$ cat src/rtl/pcie_seq_pkg.sv
// Shared definitions for the PCIe link bring-up sequencer: state encoding
// (also driven onto the LEDs) and the default LTSSM code for L0.
package pcie_seq_pkg;

  typedef enum logic [2:0] {
    ST_IDLE     = 3'd0,
    ST_HOLD     = 3'd1,
    ST_WAIT_HIP = 3'd2,
    ST_WAIT_L0  = 3'd3,
    ST_LINK_UP  = 3'd4,
    ST_RETRY    = 3'd5,
    ST_FAULT    = 3'd6
  } seq_state_e;

  localparam logic [4:0] LTSSM_L0_ENC = 5'h0F;
  localparam int         TIMER_W      = 24;

endpackage

$ cat src/rtl/sync2.sv
// Two-flop synchronizer for signals crossing into the clk_u59 domain.
module sync2 #(
  parameter int WIDTH = 1
) (
  input  logic             clk_u59,
  input  logic             rstn,
  input  logic [WIDTH-1:0] d,
  output logic [WIDTH-1:0] q
);

  logic [WIDTH-1:0] meta;

  // NOTE: sequential state uses non-blocking assignments so both stages sample
  // the pre-edge values; blocking here would collapse the chain to one flop.
  always_ff @(posedge clk_u59 or negedge rstn) begin
    if (!rstn) begin
      meta <= '0;
      q    <= '0;
    end else begin
      meta <= d;
      q    <= meta;
    end
  end

endmodule

$ cat src/rtl/pcie_link_sequencer.sv
// PCIe hard-IP bring-up sequencer: holds the HIP in reset after PERST#,
// waits for reset release and L0, retries on timeout and latches FAULT.
module pcie_link_sequencer
  import pcie_seq_pkg::*;
#(
  parameter int         NPOR_HOLD_CYCLES    = 1000,
  parameter int         LINK_TIMEOUT_CYCLES = 10_000_000,
  parameter int         MAX_RETRIES         = 3,
  parameter logic [4:0] LTSSM_L0            = LTSSM_L0_ENC
) (
  input  logic       clk_u59,
  input  logic       rstn,
  input  logic       pcie1_perstn,
  input  logic       hip_reset_status,
  input  logic [4:0] hip_ltssm,
  input  logic       sw_retrain,
  output logic       hip_npor,
  output logic       link_up,
  output logic       fault,
  output logic [1:0] retry_count,
  output logic [7:0] link_drop_count,
  output logic [2:0] seq_state
);

  localparam logic [TIMER_W-1:0] HOLD_LAST    = TIMER_W'(NPOR_HOLD_CYCLES - 1);
  localparam logic [TIMER_W-1:0] TIMEOUT_LAST = TIMER_W'(LINK_TIMEOUT_CYCLES - 1);
  localparam logic [1:0]         LAST_RETRY   = 2'(MAX_RETRIES - 1);

  logic               perst_s;
  logic               hip_rst_s;
  logic [4:0]         ltssm_s;
  logic [4:0]         ltssm_prev;
  logic               ltssm_stable;
  logic [TIMER_W-1:0] timer;
  seq_state_e         state;
  seq_state_e         state_nxt;

  sync2 #(.WIDTH(1)) u_sync_perst (
    .clk_u59 (clk_u59), .rstn (rstn), .d (pcie1_perstn),     .q (perst_s));
  sync2 #(.WIDTH(1)) u_sync_hiprst (
    .clk_u59 (clk_u59), .rstn (rstn), .d (hip_reset_status), .q (hip_rst_s));
  sync2 #(.WIDTH(5)) u_sync_ltssm (
    .clk_u59 (clk_u59), .rstn (rstn), .d (hip_ltssm),        .q (ltssm_s));

  // A multi-bit LTSSM code may be caught mid-transition; only trust it once it
  // has read the same on two consecutive cycles.
  assign ltssm_stable = (ltssm_s == ltssm_prev);

  // NOTE: every always_comb output gets a default before the case so no path
  // leaves it unassigned, which would otherwise infer a latch.
  always_comb begin
    state_nxt = state;
    if (!perst_s) begin
      state_nxt = ST_IDLE;
    end else begin
      case (state)
        ST_IDLE:     state_nxt = ST_HOLD;
        ST_HOLD:     if (timer == HOLD_LAST) state_nxt = ST_WAIT_HIP;
        ST_WAIT_HIP: begin
          if (!hip_rst_s)                 state_nxt = ST_WAIT_L0;
          else if (timer == TIMEOUT_LAST) state_nxt = ST_RETRY;
        end
        ST_WAIT_L0: begin
          if (ltssm_stable && ltssm_s == LTSSM_L0) state_nxt = ST_LINK_UP;
          else if (timer == TIMEOUT_LAST)          state_nxt = ST_RETRY;
        end
        ST_LINK_UP: begin
          if (sw_retrain)                               state_nxt = ST_RETRY;
          else if (ltssm_stable && ltssm_s != LTSSM_L0) state_nxt = ST_WAIT_L0;
        end
        ST_RETRY:    state_nxt = (retry_count == LAST_RETRY) ? ST_FAULT : ST_HOLD;
        ST_FAULT:    state_nxt = ST_FAULT;
        default:     state_nxt = ST_IDLE;
      endcase
    end
  end

  // Outputs are decoded from state_nxt so they change together with the state.
  always_ff @(posedge clk_u59 or negedge rstn) begin
    if (!rstn) begin
      state           <= ST_IDLE;
      seq_state       <= 3'(ST_IDLE);
      hip_npor        <= 1'b0;
      link_up         <= 1'b0;
      fault           <= 1'b0;
      retry_count     <= 2'd0;
      link_drop_count <= 8'd0;
      timer           <= '0;
      ltssm_prev      <= 5'd0;
    end else begin
      state      <= state_nxt;
      seq_state  <= 3'(state_nxt);
      hip_npor   <= state_nxt inside {ST_WAIT_HIP, ST_WAIT_L0, ST_LINK_UP};
      link_up    <= (state_nxt == ST_LINK_UP);
      fault      <= (state_nxt == ST_FAULT);
      ltssm_prev <= ltssm_s;

      // The attempt budget spans HIP release and link training together.
      if (state_nxt != state && !(state == ST_WAIT_HIP && state_nxt == ST_WAIT_L0))
        timer <= '0;
      else if (state inside {ST_HOLD, ST_WAIT_HIP, ST_WAIT_L0})
        timer <= timer + 1'b1;

      if (!perst_s)
        retry_count <= 2'd0;
      else if (state == ST_RETRY && retry_count != 2'd3)
        retry_count <= retry_count + 2'd1;

      if (state == ST_LINK_UP && state_nxt == ST_WAIT_L0 && link_drop_count != 8'hFF)
        link_drop_count <= link_drop_count + 8'd1;
    end
  end

endmodule

$ cat config.mk
export PLATFORM = sky130hd
export DESIGN_NAME = pcie_link_sequencer
export DESIGN_NICKNAME = d
export VERILOG_FILES = /design/src/rtl/pcie_seq_pkg.sv /design/src/rtl/sync2.sv /design/src/rtl/pcie_link_sequencer.sv
export SDC_FILE = /design/constraint.sdc
export NUM_CORES = 1
export LEC_CHECK = 0
export ABC_CLOCK_PERIOD_IN_PS = 2500
export CAP_MARGIN = 40
export CELL_PAD_IN_SITES_DETAIL_PLACEMENT = 2
export CELL_PAD_IN_SITES_GLOBAL_PLACEMENT = 2
export CORE_UTILIZATION = 36
export CTS_BUF_LIST = sky130_fd_sc_hd__clkbuf_8
export CTS_CLUSTER_DIAMETER = 40
export DETAILED_ROUTE_END_ITERATION = 7
export PLACE_DENSITY = 0.78
export SLEW_MARGIN = 20
export SYNTH_ARGS = -nofsm -noshare
export SYNTH_HDL_FRONTEND = slang
export SYNTH_HIERARCHICAL = 1
export SYNTH_SLANG_ARGS = --single-unit
$ cat constraint.sdc
create_clock -name clk_u59 -period 2.5 [get_ports clk_u59]
set_input_delay 0.5 -clock clk_u59 [delete_from_list [all_inputs] [get_ports clk_u59]]
set_output_delay 0.5 -clock clk_u59 [all_outputs]
set_load 0.03 [all_outputs]
==> qor.txt <==
status -> finished, violations left
failing checks -> setup timing
largest fanout on the critical path -> 6
period utilisation layout -> 1.16
Synth Cell Area -> 3090 um2
WP data required -> 2.72 ns
total number of vias -> 2798
largest net degree at the start of global routing -> 60
Cells after Synth -> 276
Max Slew Vio Count -> 0
clock root buffer -> clkbuf_8
vias per std cell -> 5.85
uppermost layer routed -> met4
sequential element share of the synthesized area -> 0.477
synth-to-layout area growth -> 42.4%
GR Overflow Total -> 0
CP max-delay cell -> or4_4
Worst-Margin Slew -> 0.441 ns
Post-Route WL -> 13.2 mm
clock buffer depth -> 2
Final Critical Period -> 2.91 ns
Hold Violations, Final -> 0
CTS tree -> done
htree depth -> 3
Layout Skew -> 0.0113 ns
die area -> 8970 um2
Max Freq -> 344 MHz
Layout fillers -> 814
Leakage -> 1.77 nW
power density cells -> 520 nW/um2
Tot Pwr -> 2.29 mW
clock sink count -> 59
met2 wire length -> 6.67 mm
Peak supply drop -> 0.000337 V
nets@finish -> 383
Worst path max stage delay -> 0.55 ns
Syn. warnings -> 6
Syn Area/Cell -> 11.2 um2
Distinct cells, synth -> 57
share of cells above drive strength 1 -> 0.346
Post-synth EDFFs -> 0
GPL Wtd Cong -> 0.831
Hold Crit Class -> primary input to asynchronous set/reset pin
Design Area, Final -> 4410 um2
Die Wd -> 94.7 um
Ports -> 26
Antenna Cells -> 0
relative max-transition margin -> 0.703
Post-route DRC -> 0
RSZ-0062 raised after global routing -> true
WP data arrival -> 3.13 ns
Post-DRT Antenna Nets -> 0
met3 WL post-DR -> 494 um
Cell Area, Placed -> 3890 um2
Worst-path clk slew -> 0.07 ns
Yosys reg bits -> 59
IO buf count -> 25
CTS buffer count -> 9
hold buffers post-CTS -> 0
placed wire-length estimate -> 6.67 mm
critical path class -> flop to flop
Main synth FF type -> dfrtp_1
row count -> 33
initial antenna violation count -> 0
post-DR wirelength/cell -> 27.6 um
1st-pass router iterations -> 4
vias in the first global route -> 3028
GRT Overall Usage -> 0.271
asr flop ratio synth -> 1.00
1st-iter DRT viols -> 179
Initial Util -> 0.375
setup ws final -> -0.408 ns
crit-path cells -> or4_4, nor4_4, nand2_2, a221o_1, nor2_4, a31oi_4, buf_12, buf_4, nor4b_2
Final Setup Violations -> 32
CP startpoint kind -> flop
first-pass GRT wire length -> 17.5 mm
clock latency on the worst-skew pair -> 0.34 ns
core area -> 8260 um2
Setup WS pre-CTS -> -0.240 ns
Synth Net Count -> 290
critical path capture point type -> flop
max_cap viols -> 0
wl on met1 -> 5.46 mm
die extent in y -> 94.7 um
WHS -> 0.135 ns
most frequent cells in the layout -> 59 x dfrtp_1, 56 x buf_4, 24 x clkdlybuf4s50_1, 23 x xnor2_1
commonest non-fill, non-tap cell in the layout -> dfrtp_1
==> per-layer routing <==
layer / track usage / vias up
li1: - / 1189
met1: 0.330 / 1476
met4: 0.122 / 0
met2: 0.465 / 95
met3: 0.0499 / 38
met5: 0 / -
==> flip-flops by register name, indices dropped and copies added (netlist names), 2 cells and up <==
name               count
timer                 24
u_sync_ltssm/meta      5
ltssm_prev             5
link_drop_count        8
state                  3
u_sync_ltssm/q         5
retry_count            2
==> what timing repair did <==
| item | CTS | global route |
|---|---|---|
| pin swaps | 4 | 14 |
| buffers inserted | 5 | 4 |
| gates cloned | 0 | 1 |
| endpoints found under the setup margin | 32 | 33 |
| hold endpoints to repair | 0 | 0 |
| gates resized for setup | 19 | 10 |
==> synth_stat cells, drive strengths merged (4+ instances only) <==
cell type  number  area [um2]
and3            7        45.1
buf             7        61.3
dfrtp          59        1480
ha              4        50.1
inv             5        18.8
nand2          19        73.8
nand3          20         100
nand4           8        50.1
nor2           21        81.3
nor2b           4        25.0
nor3            9        45.0
nor4           23         289
o21a            4        30.0
o21ai           8        40.0
xnor2          24         210
xor2            9        78.8
==> through the flow <==
step	setup TNS, ns	util	cells
final	-8.58	0.534	478
after global routing	-10.62	0.534	478
after CTS	-3.23	0.517	473
after detailed placement	-5.13	0.472	453
after global placement	-2.75	0.472	453
after floorplan	0	-	276
==> path summary, 6_finish.rpt <==
kind	slack, ns	end	from	depth (start not counted)
max	-0.41	timer[17]	timer[15]	9
min	0.13	link_drop_count[0]	rstn	2
max reg2reg	-0.41	timer[17]	timer[15]	9
min reg2reg	0.35	u_sync_ltssm/q[2]	u_sync_ltssm/meta[2]	0
max in group asynchronous	2.05	u_sync_ltssm/meta[0]	rstn	2
min in group clk_u59	0.35	u_sync_ltssm/q[2]	u_sync_ltssm/meta[2]	0
==> logic make-up (layout without fill, tap and decap cells) <==
group / after synthesis / in the layout / share of synthesized area
xor gates and xnor gates: 33 / 33 / 0.0934
adders and majority gates: 4 / 4 / 0.0162
DFF: 59 / 59 / 0.477
muxes: 1 / 1 / 0.00364
AOI/OAI and AO/OA: 34 / 34 / 0.0958
buffers and inverters: 15 / 112 / 0.0360
and+or+nand+nor: 130 / 130 / 0.278
==> report_power, final <==
part	switching (mW)	leakage (nW)	internal (mW)
Sequential	0.0212	0.772	0.976
Combinational	0.139	0.887	0.122
Clock	0.421	0.115	0.611
Total	0.581	1.77	1.71
==> worst max-delay path, delay by kind of cell, from the launching register on <==
kind | cells | cell delay [ns]
AO/OA/AOI/OAI | 2 | 0.58
AND/OR/NAND/NOR | 5 | 1.51
flip-flops | 1 | 0.39
buffers and inverters | 2 | 0.31
==> cell type report <==
cell class	instances	area, um2	share of cell area
multi-input combinational	202	1690	0.383
sequential	59	1480	0.335
timing repair buffer	92	868	0.197
clock buffer	11	151	0.0344
tap	105	131	0.0298
clock inverter	4	73.8	0.0168
inverter	5	18.8	0.00426
No activity file was read; power rests on OpenSTA's default activity.
